**src/rtl/matmul_sequencer_pkg.sv**
```systemverilog
// Shared types, sizes and saturation helpers for the 2x2 systolic matmul sequencer.
package matmul_sequencer_pkg;

  localparam int DATA_W         = 8;
  localparam int ACC_W          = 18;
  localparam int OUT_W          = 16;
  localparam int BYTE_W         = 8;
  localparam int COMPUTE_CYCLES = 4;
  localparam int NUM_OUT_BYTES  = 8;
  localparam int INT16_MAX      = 32767;
  localparam int INT16_MIN      = -32768;

  typedef enum logic [1:0] {
    IDLE,
    LOAD,
    COMPUTE,
    STREAM
  } state_t;

  function automatic logic clamped(input logic signed [ACC_W-1:0] v);
    return (int'(v) > INT16_MAX) || (int'(v) < INT16_MIN);
  endfunction

  function automatic logic [OUT_W-1:0] saturate(input logic signed [ACC_W-1:0] v);
    if (int'(v) > INT16_MAX)
      return OUT_W'(INT16_MAX);
    else if (int'(v) < INT16_MIN)
      return OUT_W'(INT16_MIN);
    else
      return v[OUT_W-1:0];
  endfunction

endpackage

```
**src/rtl/matmul_sequencer_if.sv**
```systemverilog
// Job launch operands, byte-stream result handshake and status flags of the sequencer.
interface matmul_sequencer_if;
  import matmul_sequencer_pkg::*;

  logic                  start;
  logic [4*DATA_W-1:0]   weights_flat;
  logic [4*DATA_W-1:0]   inputs_flat;
  logic [BYTE_W-1:0]     out_data;
  logic                  out_valid;
  logic                  out_ready;
  logic                  busy;
  logic                  done;
  logic                  sat;

  modport master (
    output start, weights_flat, inputs_flat, out_ready,
    input  out_data, out_valid, busy, done, sat
  );

  modport slave (
    input  start, weights_flat, inputs_flat, out_ready,
    output out_data, out_valid, busy, done, sat
  );

endinterface

```
**src/rtl/matmul_sequencer_mac_pe.sv**
```systemverilog
// Output-stationary signed MAC cell: accumulates a_in*b_in and forwards operands one hop.
module mac_pe #(
  parameter int DATA_W = 8,
  parameter int ACC_W  = 18
) (
  input  logic                     clk,
  input  logic                     rst,
  input  logic                     clr,
  input  logic                     en,
  input  logic signed [DATA_W-1:0] a_in,
  input  logic signed [DATA_W-1:0] b_in,
  output logic signed [DATA_W-1:0] a_out,
  output logic signed [DATA_W-1:0] b_out,
  output logic signed [ACC_W-1:0]  acc
);

  logic signed [2*DATA_W-1:0] prod;

  assign prod = a_in * b_in;

  // Forwarding regs are cleared with the accumulator so the next job sees no stale operands.
  always_ff @(posedge clk or posedge rst) begin
    if (rst) begin
      acc   <= '0;
      a_out <= '0;
      b_out <= '0;
    end else if (clr) begin
      acc   <= '0;
      a_out <= '0;
      b_out <= '0;
    end else if (en) begin
      acc   <= acc + {{(ACC_W-2*DATA_W){prod[2*DATA_W-1]}}, prod};
      a_out <= a_in;
      b_out <= b_in;
    end
  end

endmodule

```
**src/rtl/matmul_sequencer.sv**
```systemverilog
// Snapshots A and B, computes C = A x B on a 2x2 systolic array, streams saturated int16 results bytewise.
module matmul_sequencer #(
  parameter int DATA_W = 8,
  parameter int ACC_W  = 18,
  parameter int OUT_W  = 16
) (
  input logic               clk,
  input logic               rst,
  matmul_sequencer_if.slave bus
);
  import matmul_sequencer_pkg::*;

  state_t state, state_nxt;
  logic [1:0] cnt, cnt_nxt;
  logic [2:0] idx, idx_nxt;

  logic clr, load, en, prime, adv, last;

  logic [4*DATA_W-1:0] w_q, x_q;
  logic [BYTE_W-1:0]   out_data_q;
  logic                out_valid_q, done_q, sat_q;

  logic signed [DATA_W-1:0] a00, a01, a10, a11, b00, b01, b10, b11;
  logic signed [DATA_W-1:0] a_left0, a_left1, b_top0, b_top1;
  logic signed [DATA_W-1:0] a_h0, a_h1, b_v0, b_v1;
  logic signed [DATA_W-1:0] a_unused0, a_unused1, b_unused0, b_unused1;
  logic signed [ACC_W-1:0]  acc00, acc01, acc10, acc11;

  logic [OUT_W-1:0]  res [4];
  logic [3:0]        clamp;
  logic [OUT_W-1:0]  word;
  logic [BYTE_W-1:0] next_byte;

  assign a00 = w_q[7:0];
  assign a01 = w_q[15:8];
  assign a10 = w_q[23:16];
  assign a11 = w_q[31:24];
  assign b00 = x_q[7:0];
  assign b01 = x_q[15:8];
  assign b10 = x_q[23:16];
  assign b11 = x_q[31:24];

  always_ff @(posedge clk or posedge rst) begin
    if (rst) begin
      state <= IDLE;
      cnt   <= '0;
      idx   <= '0;
    end else begin
      state <= state_nxt;
      cnt   <= cnt_nxt;
      idx   <= idx_nxt;
    end
  end

  // STREAM spends its first cycle loading the output register, so out_valid is registered.
  always_comb begin
    state_nxt = state;
    cnt_nxt   = cnt;
    idx_nxt   = idx;
    clr       = 1'b0;
    load      = 1'b0;
    en        = 1'b0;
    prime     = 1'b0;
    adv       = 1'b0;
    last      = 1'b0;
    unique case (state)
      IDLE: begin
        if (bus.start) begin
          clr       = 1'b1;
          state_nxt = LOAD;
        end
      end
      LOAD: begin
        load      = 1'b1;
        cnt_nxt   = '0;
        state_nxt = COMPUTE;
      end
      COMPUTE: begin
        en = 1'b1;
        if (cnt == 2'(COMPUTE_CYCLES-1)) begin
          idx_nxt   = '0;
          state_nxt = STREAM;
        end else begin
          cnt_nxt = cnt + 2'd1;
        end
      end
      STREAM: begin
        if (!out_valid_q) begin
          prime = 1'b1;
        end else if (bus.out_ready) begin
          if (idx == 3'(NUM_OUT_BYTES-1)) begin
            last      = 1'b1;
            state_nxt = IDLE;
          end else begin
            adv     = 1'b1;
            idx_nxt = idx + 3'd1;
          end
        end
      end
      default: state_nxt = IDLE;
    endcase
  end

  // Skewed edge feed: row i / column j operands arrive i / j cycles late.
  always_comb begin
    a_left0 = '0;
    a_left1 = '0;
    b_top0  = '0;
    b_top1  = '0;
    if (state == COMPUTE) begin
      unique case (cnt)
        2'd0: begin
          a_left0 = a00;
          b_top0  = b00;
        end
        2'd1: begin
          a_left0 = a01;
          a_left1 = a10;
          b_top0  = b10;
          b_top1  = b01;
        end
        2'd2: begin
          a_left1 = a11;
          b_top1  = b11;
        end
        default: ;
      endcase
    end
  end

  mac_pe #(.DATA_W(DATA_W), .ACC_W(ACC_W)) pe00 (
    .clk(clk), .rst(rst), .clr(clr), .en(en),
    .a_in(a_left0), .b_in(b_top0), .a_out(a_h0), .b_out(b_v0), .acc(acc00)
  );

  mac_pe #(.DATA_W(DATA_W), .ACC_W(ACC_W)) pe01 (
    .clk(clk), .rst(rst), .clr(clr), .en(en),
    .a_in(a_h0), .b_in(b_top1), .a_out(a_unused0), .b_out(b_v1), .acc(acc01)
  );

  mac_pe #(.DATA_W(DATA_W), .ACC_W(ACC_W)) pe10 (
    .clk(clk), .rst(rst), .clr(clr), .en(en),
    .a_in(a_left1), .b_in(b_v0), .a_out(a_h1), .b_out(b_unused0), .acc(acc10)
  );

  mac_pe #(.DATA_W(DATA_W), .ACC_W(ACC_W)) pe11 (
    .clk(clk), .rst(rst), .clr(clr), .en(en),
    .a_in(a_h1), .b_in(b_v1), .a_out(a_unused1), .b_out(b_unused1), .acc(acc11)
  );

  always_comb begin
    res[0]   = saturate(acc00);
    res[1]   = saturate(acc01);
    res[2]   = saturate(acc10);
    res[3]   = saturate(acc11);
    clamp[0] = clamped(acc00);
    clamp[1] = clamped(acc01);
    clamp[2] = clamped(acc10);
    clamp[3] = clamped(acc11);
  end

  always_comb begin
    word      = res[idx_nxt[2:1]];
    next_byte = idx_nxt[0] ? word[OUT_W-1:BYTE_W] : word[BYTE_W-1:0];
  end

  always_ff @(posedge clk or posedge rst) begin
    if (rst) begin
      w_q         <= '0;
      x_q         <= '0;
      out_data_q  <= '0;
      out_valid_q <= 1'b0;
      done_q      <= 1'b0;
      sat_q       <= 1'b0;
    end else begin
      done_q <= last;
      if (clr)
        sat_q <= 1'b0;
      if (load) begin
        w_q <= bus.weights_flat;
        x_q <= bus.inputs_flat;
      end
      if (prime) begin
        out_valid_q <= 1'b1;
        out_data_q  <= next_byte;
        sat_q       <= |clamp;
      end else if (adv) begin
        out_data_q <= next_byte;
      end else if (last) begin
        out_valid_q <= 1'b0;
        out_data_q  <= '0;
      end
    end
  end

  assign bus.out_data  = out_data_q;
  assign bus.out_valid = out_valid_q;
  assign bus.busy      = (state != IDLE);
  assign bus.done      = done_q;
  assign bus.sat       = sat_q;

endmodule

```
**src/flat_wrapper.sv**
```systemverilog
// flat-port wrapper written by rule: the top's interface ports become plain ports
module matmul_sequencer_flat import matmul_sequencer_pkg::*;
#(
  parameter int DATA_W = 8,
  parameter int ACC_W  = 18,
  parameter int OUT_W  = 16
)
  (clk, rst, bus_start, bus_weights_flat, bus_inputs_flat, bus_out_ready, bus_out_data, bus_out_valid, bus_busy, bus_done, bus_sat);
  matmul_sequencer_if bus_i ();
  input logic clk;
  input logic rst;
  input wire logic [$bits(bus_i.start)-1:0] bus_start;
  input wire logic [$bits(bus_i.weights_flat)-1:0] bus_weights_flat;
  input wire logic [$bits(bus_i.inputs_flat)-1:0] bus_inputs_flat;
  input wire logic [$bits(bus_i.out_ready)-1:0] bus_out_ready;
  output wire logic [$bits(bus_i.out_data)-1:0] bus_out_data;
  output wire logic [$bits(bus_i.out_valid)-1:0] bus_out_valid;
  output wire logic [$bits(bus_i.busy)-1:0] bus_busy;
  output wire logic [$bits(bus_i.done)-1:0] bus_done;
  output wire logic [$bits(bus_i.sat)-1:0] bus_sat;
  assign bus_i.start = bus_start;
  assign bus_i.weights_flat = bus_weights_flat;
  assign bus_i.inputs_flat = bus_inputs_flat;
  assign bus_i.out_ready = bus_out_ready;
  assign bus_out_data = bus_i.out_data;
  assign bus_out_valid = bus_i.out_valid;
  assign bus_busy = bus_i.busy;
  assign bus_done = bus_i.done;
  assign bus_sat = bus_i.sat;
  matmul_sequencer #(.DATA_W(DATA_W), .ACC_W(ACC_W), .OUT_W(OUT_W)) u_core (.clk(clk), .rst(rst), .bus(bus_i));
endmodule
```
**config.mk**
```make
export PLATFORM = sky130hd
export DESIGN_NAME = matmul_sequencer_flat
export DESIGN_NICKNAME = d
export VERILOG_FILES = /design/src/rtl/matmul_sequencer_pkg.sv /design/src/rtl/matmul_sequencer_if.sv /design/src/rtl/matmul_sequencer_mac_pe.sv /design/src/rtl/matmul_sequencer.sv /design/src/flat_wrapper.sv
export SDC_FILE = /design/constraint.sdc
export NUM_CORES = 1
export LEC_CHECK = 0
export BUFFER_PORTS_ARGS = -buffer_cell sky130_fd_sc_hd__buf_2
export CAP_MARGIN = 25
export CORE_MARGIN = 2
export CORE_UTILIZATION = 59
export CTS_CLUSTER_DIAMETER = 150
export DETAILED_ROUTE_END_ITERATION = 6
export MAX_ROUTING_LAYER = met4
export PLACE_DENSITY_LB_ADDON = 0.15
export SLEW_MARGIN = 25
export SYNTH_ARGS = -nofsm -noshare
export SYNTH_HDL_FRONTEND = slang
export SYNTH_HIERARCHICAL = 1
export SYNTH_SLANG_ARGS = --single-unit
```
**constraint.sdc**
```tcl
create_clock -name clk -period 7.5 [get_ports clk]
set_input_delay 1.125 -clock clk [delete_from_list [all_inputs] [get_ports clk]]
set_output_delay 1.125 -clock clk [all_outputs]
set_load 0.02 [all_outputs]
```
; Yosys cells after proc, flatten, opt, wreduce, memory -nomap -nowiden
; Index checks and enable logic that the tools add are counted.
[classes]
addsub = 6
muxes = 71
n_reduce_logical = 16
bitwise = 1
n_mul = 4
order_cmp = 9
n_eq_ne = 14
[ops]
columns = operator, count
row1 = $mux W16, 10
row2 = $mux W18, 8
row3 = $mux W8, 16
row4 = $add A18 B18 Y18, 4
row5 = $gt A18 B16 Y1 const B, 4
row6 = $lt A18 B16 Y1 const B, 4
row7 = $mul A8 B8 Y16, 4
row8 = $pmux W8 S2, 4
row9 = $bmux W16 S2, 1
row10 = $mux W1, 19
row11 = $mux W2, 6
row12 = $mux W3, 4
row13 = $reduce_bool A2 Y1, 5
row14 = $eq A2 B2 Y1 const B, 4
row15 = $ne A2 B1 Y1 const B, 4
row16 = $pmux W2 S4, 1
row17 = $ne A2 B2 Y1 const B, 3
row18 = $pmux W3 S2, 1
row19 = $reduce_and A5 Y1, 1
row20 = $eq A2 B1 Y1 const B, 2
row21 = $logic_not A2 Y1, 2
row22 = $logic_or A1 B1 Y1, 4
row23 = $pmux W2 S2, 1
row24 = $reduce_and A2 Y1, 2
row25 = other kinds (7), 7
[totals]
input_bits = 68
wordCells = 138
output_inout_bits = 12
register_bits = 186

; Depth between registers and ports, before layout
[depth]
word_depth = 12
mapped_depth = 32
mapped_depth_nobuf = 30

; Modules after synthesis
; Netlist, hierarchy kept.
[modules_own_cells]
columns = mod, cells_each, seq_area_each_um2, n_inst, area_each_um2
row1 = matmul_sequencer, 571, 2052.0, 1, 5102.4
row2 = mac_pe (u_core.pe10), 504, 850.8, 1, 4670.7
row3 = mac_pe (u_core.pe00), 504, 850.8, 1, 4628.2
row4 = mac_pe (u_core.pe01), 487, 850.8, 1, 4600.7
row5 = mac_pe (u_core.pe11), 492, 850.8, 1, 4574.4

; Worst setup path after synthesis
; No wires, ideal clock.
[synth_timing]
path_type = register to register
start = register u_core.state[0]
end = register u_core.pe10.acc[17]
path_slack_ns = 0.453
path_stages_with_launch = 29
required_time_ns = 7.372
setup_time_ns = 0.128
synth_period_minus_slack_ns = 7.047
arrival_ns = 6.919
path_buffers = 3
path_cell_list = dfrtp_1 -> inv_1 -> ha_1 -> buf_2 -> nand2_1 -> clkbuf_1 -> nor2_1 -> nand2_1 -> fa_1 -> fa_1 -> inv_1 -> fa_1 -> inv_1 -> fa_1 -> inv_1 -> ha_1 -> a21oi_1 -> o21bai_1 -> a21oi_1 -> o21ai_1 -> o311ai_1 -> ha_1 -> clkbuf_1 -> a21o_1 -> a21o_1 -> a211oi_1 -> o311ai_2 -> mux2i_1 -> mux2_1
[synth_between]
word_cells_on_any_way = 10
classes_between = add/sub: 1 / mul: 1 / eq/ne: 1 / mux: 5 / reduce/logical: 2
[synth_rtl]
columns = element, line_no
row1 = start: declaration, matmul_sequencer.sv:13  ; state_t state, state_nxt;
row2 = start signal: assignment, matmul_sequencer.sv:49  ; state <= state_nxt;
row3 = $eq A2 B2 Y1, matmul_sequencer.sv:66  ; unique case (state)
row4 = $mux W1, matmul_sequencer.sv:66
row5 = via u_core.en, matmul_sequencer.sv:17  ; logic clr, load, en, prime, adv, last;
row6 = $reduce_bool A2 Y1 (no line), --
row7 = end signal: assignment, matmul_sequencer_mac_pe.sv:32  ; acc <= acc + {{(ACC_W-2*DATA_W){prod[2*DATA_W-1]}}, prod};
row8 = end: declaration, matmul_sequencer_mac_pe.sv:14  ; output logic signed [ACC_W-1:0] acc
; The timed path passes the listed nets, and every way through them passes these cells. The select of a mux whose other input is x is not followed.
; A chain may end at the register's enable or synchronous reset.

; Worst setup path in the final report
[layout_timing]
start = register u_core.cnt[1]
end = register u_core.pe00.acc[17]
[layout_between]
elab_chain_len = 7
word_cells_on_any_way = 10
classes_between = add/sub: 1 / mul: 1 / eq/ne: 1 / mux: 6 / reduce/logical: 1
[layout_lines]
columns = element, line_no
row1 = start: declaration, matmul_sequencer.sv:14  ; logic [1:0] cnt, cnt_nxt;
row2 = start signal: assignment, matmul_sequencer.sv:50  ; cnt <= cnt_nxt;
row3 = $eq A2 B1 Y1 / $logic_not A2 Y1 (equally long branches), matmul_sequencer.sv:111  ; unique case (cnt)
row4 = $pmux W8 S2 (*), matmul_sequencer.sv:111
row5 = $mux W8 (*), matmul_sequencer.sv:110  ; if (state == COMPUTE) begin
row6 = via u_core.b_top0[4], matmul_sequencer.sv:24  ; logic signed [DATA_W-1:0] a_left0, a_left1, b_top0, b_top1;
row7 = $mul A8 B8 Y16 (*), matmul_sequencer_mac_pe.sv:19  ; assign prod = a_in * b_in;
row8 = $add A18 B18 Y18 (*), matmul_sequencer_mac_pe.sv:32
row9 = $mux W18 (*), matmul_sequencer_mac_pe.sv:31  ; end else if (en) begin
row10 = $mux W18 (*), matmul_sequencer_mac_pe.sv:27  ; end else if (clr) begin
row11 = end signal: assignment, matmul_sequencer_mac_pe.sv:32
row12 = end: declaration, matmul_sequencer_mac_pe.sv:14
; Mark *: on every way through the listed nets, which the timed path passes. The rest lies on a longest branch. The select of a mux whose other input is x is not followed.

==> qor.yml <==
rr_worst_depth: 28
cts_buffers: 17
start_util: 0.5957
slew_headroom: 0.3135
peakVddDrop_uv: 275.3
vias_per_cell: 5.573
fin_area_mm2: 0.02407
criticalPathCategory: "flop to flop"
cp.arrival_ns: 7.50
hp-class: "flop to flop"
setup.worst_path.end_class: "flop"
critical_path.max_fanout: 32
cpMostUsedCell: "inv_1"
cp.required_ns: 7.84
first_global_vias: 17550
final_max_slew_viol_count: 0
setup_ws_ns: 0.3379
crit_family: "adder cells"
die_width_um: 198.6
p_int_uw: 3358
io_pins: 80
p_total_uw: 6297
std_cell_rows: 71
post_cts_buffers: 0
wl_um: 52750
crit_end: "u_core/pe00/acc[17]"
ctsResizeCount: 0
netlist_instances: 2461
rsz0062_at_grt: "true"
dieHeight_um: 198.6
place_area_mm2: 0.02341
holdBufCountCts: 0
io_buffers: 79
fmax_mhz: 139.6
drc: 0
cts_tree: "done"
htreeDepth: 4
grt_start_max_net_pins: 111
hpwlAfterDp_um: 42140
r2r_end: "u_core/pe00/acc[17]"
area_growth_pct: 7.766
overflow: 0
cp-startpoint: "u_core/cnt[1]"
antenna_found_initial: 2
drv_cap: 0
cts_sinks: 186
avgRoutedWirePerCell_um: 17.28
critPathBufInv: 7
grt_pass1_wl_um: 87740
fp.dieArea_mm2: 0.03942
first_pass_iters: 5
grtUsageTotal: 0.2898
yosys_warnings: 6
final-setup-viol-count: 0
final_nets: 3012
skew_ns: 0.01171
swShare: 0.4668
status: "finished clean"
leakagePower_uw: 0.01213
synth_fp_nets: 2947
postSynthAreaPerCell_um2: 9.074
clockPowerShare: 0.154
gp_congestion: 0.9331
clk_latency_ns: 0.47
r2r_slack_ns: 0.34
core-area_mm2: 0.03749
fillers: 3166
synth_area_mm2: 0.02233
vias: 17010
power_density_mw_per_mm2: 261.7
p_sw_uw: 2939
fin_util: 0.6419
power_frac_comb: 0.557
cp.depth: 28
slowest_delay_ns: 0.67
clk_pin_slew_ns: 0.07
crit_slowest_cell: "fa_1"
dp_slack_ns: 0.2910
period_needed_ns: 7.162
ant_nets: 0
period_share: 0.9549
holdPathStages: 1
layout-drive-gt1-share: 0.1099
root_buffer: "clkbuf_16"
clockBufferDepth: 2
drt_iter0_drc: 806
startpoint_type: "flop"
worst_slew_pin_slew_ns: 1.019
pwr-share-seq: 0.290
r2r-start: "u_core/cnt[1]"
hold_violations: 0
how the worst min path moves through the flow:
stage,startpoint,end,slack (ns)
floorplan,u_core/w_q[10],u_core/w_q[10],0.48
global placement,u_core/w_q[16],u_core/w_q[16],0.49
detailed placement,u_core/x_q[24],u_core/x_q[24],0.50
CTS,u_core/x_q[24],u_core/x_q[24],0.51
global route,u_core/w_q[20],u_core/w_q[20],0.53
finish,u_core/x_q[16],u_core/x_q[16],0.51
sequential cells by signal (all words and copies together) (netlist names):
name	cells
u_core/state	2
u_core/bus.out_data	8
u_core/pe00/b_out	8
u_core/x_q	32
u_core/pe10/a_out	8
u_core/w_q	32
u_core/bus.done	1
u_core/bus.out_valid	1
u_core/pe00/a_out	8
u_core/pe11/acc	18
u_core/pe01/acc	18
u_core/cnt	2
u_core/bus.sat	1
u_core/pe00/acc	18
u_core/pe10/acc	18
u_core/idx	3
u_core/pe01/b_out	8
cell usage in the layout, fill, tap and decap left out, types with 5 or more instances in the layout:
| master | n |
|---|---|
| a211oi_1 | 22 |
| a211oi_2 | 6 |
| a21boi_0 | 10 |
| a21o_1 | 31 |
| a21oi_1 | 105 |
| a22o_1 | 16 |
| a22oi_1 | 45 |
| a31oi_1 | 12 |
| and2_1 | 175 |
| and3_1 | 7 |
| buf_2 | 79 |
| buf_4 | 39 |
| clkbuf_16 | 17 |
| dfrtp_1 | 183 |
| fa_1 | 224 |
| ha_1 | 190 |
| inv_1 | 396 |
| inv_6 | 5 |
| mux2_2 | 64 |
| mux2i_1 | 72 |
| nand2_1 | 156 |
| nand2b_1 | 15 |
| nand3_1 | 14 |
| nand3b_1 | 5 |
| nand4_1 | 7 |
| nor2_1 | 235 |
| nor2b_1 | 32 |
| nor3_1 | 18 |
| o211ai_1 | 21 |
| o21a_1 | 14 |
| o21ai_0 | 66 |
| o21ai_1 | 8 |
| o21ai_2 | 6 |
| o21bai_1 | 10 |
| o22ai_1 | 10 |
| xnor2_1 | 91 |
| xor2_1 | 24 |
layout make-up:
type                       instances  area (um^2)  share of cell area
timing repair buffer             121        748.2             0.03109
clock buffer                      18        439.2             0.01825
clock inverter                    14        178.9            0.007435
tap                              511        639.4             0.02657
multi-input combinational       1799        15890              0.6602
sequential                       186         4658              0.1936
antenna                            2        5.005           0.0002080
inverter                         401         1509             0.06270
per-layer routing:
layer / routed length (um) / up-vias / global-route usage
li1: - / 8160 / -
met1: 23730 / 8405 / 0.3732
met2: 25390 / 369 / 0.4745
met3: 2418 / 76 / 0.04578
met4: 1212 / 0 / 0.08845
met5: 0 / - / -
metrics by stage:
stage	cells	TNS (ns)	hold slack, ns
after detailed placement	3017	0	0.4969
after global placement	3017	0	0.4911
after global routing	3052	-0.06400	0.5282
after floorplan	2461	0	0.4811
after CTS	3049	0	0.5136
final	3052	0	0.5113
power groups by stage:
stage | Combinational [uW] | Sequential (uW) | Clock (uW)
after floorplan | 2710 | 1630 | 0
after global placement | 3380 | 1820 | 0
after detailed placement | 3480 | 1840 | 0
after CTS | 3490 | 1820 | 986
after global routing | 3890 | 1880 | 1030
final | 3500 | 1820 | 969
Power figures use the tool's default switching activity.
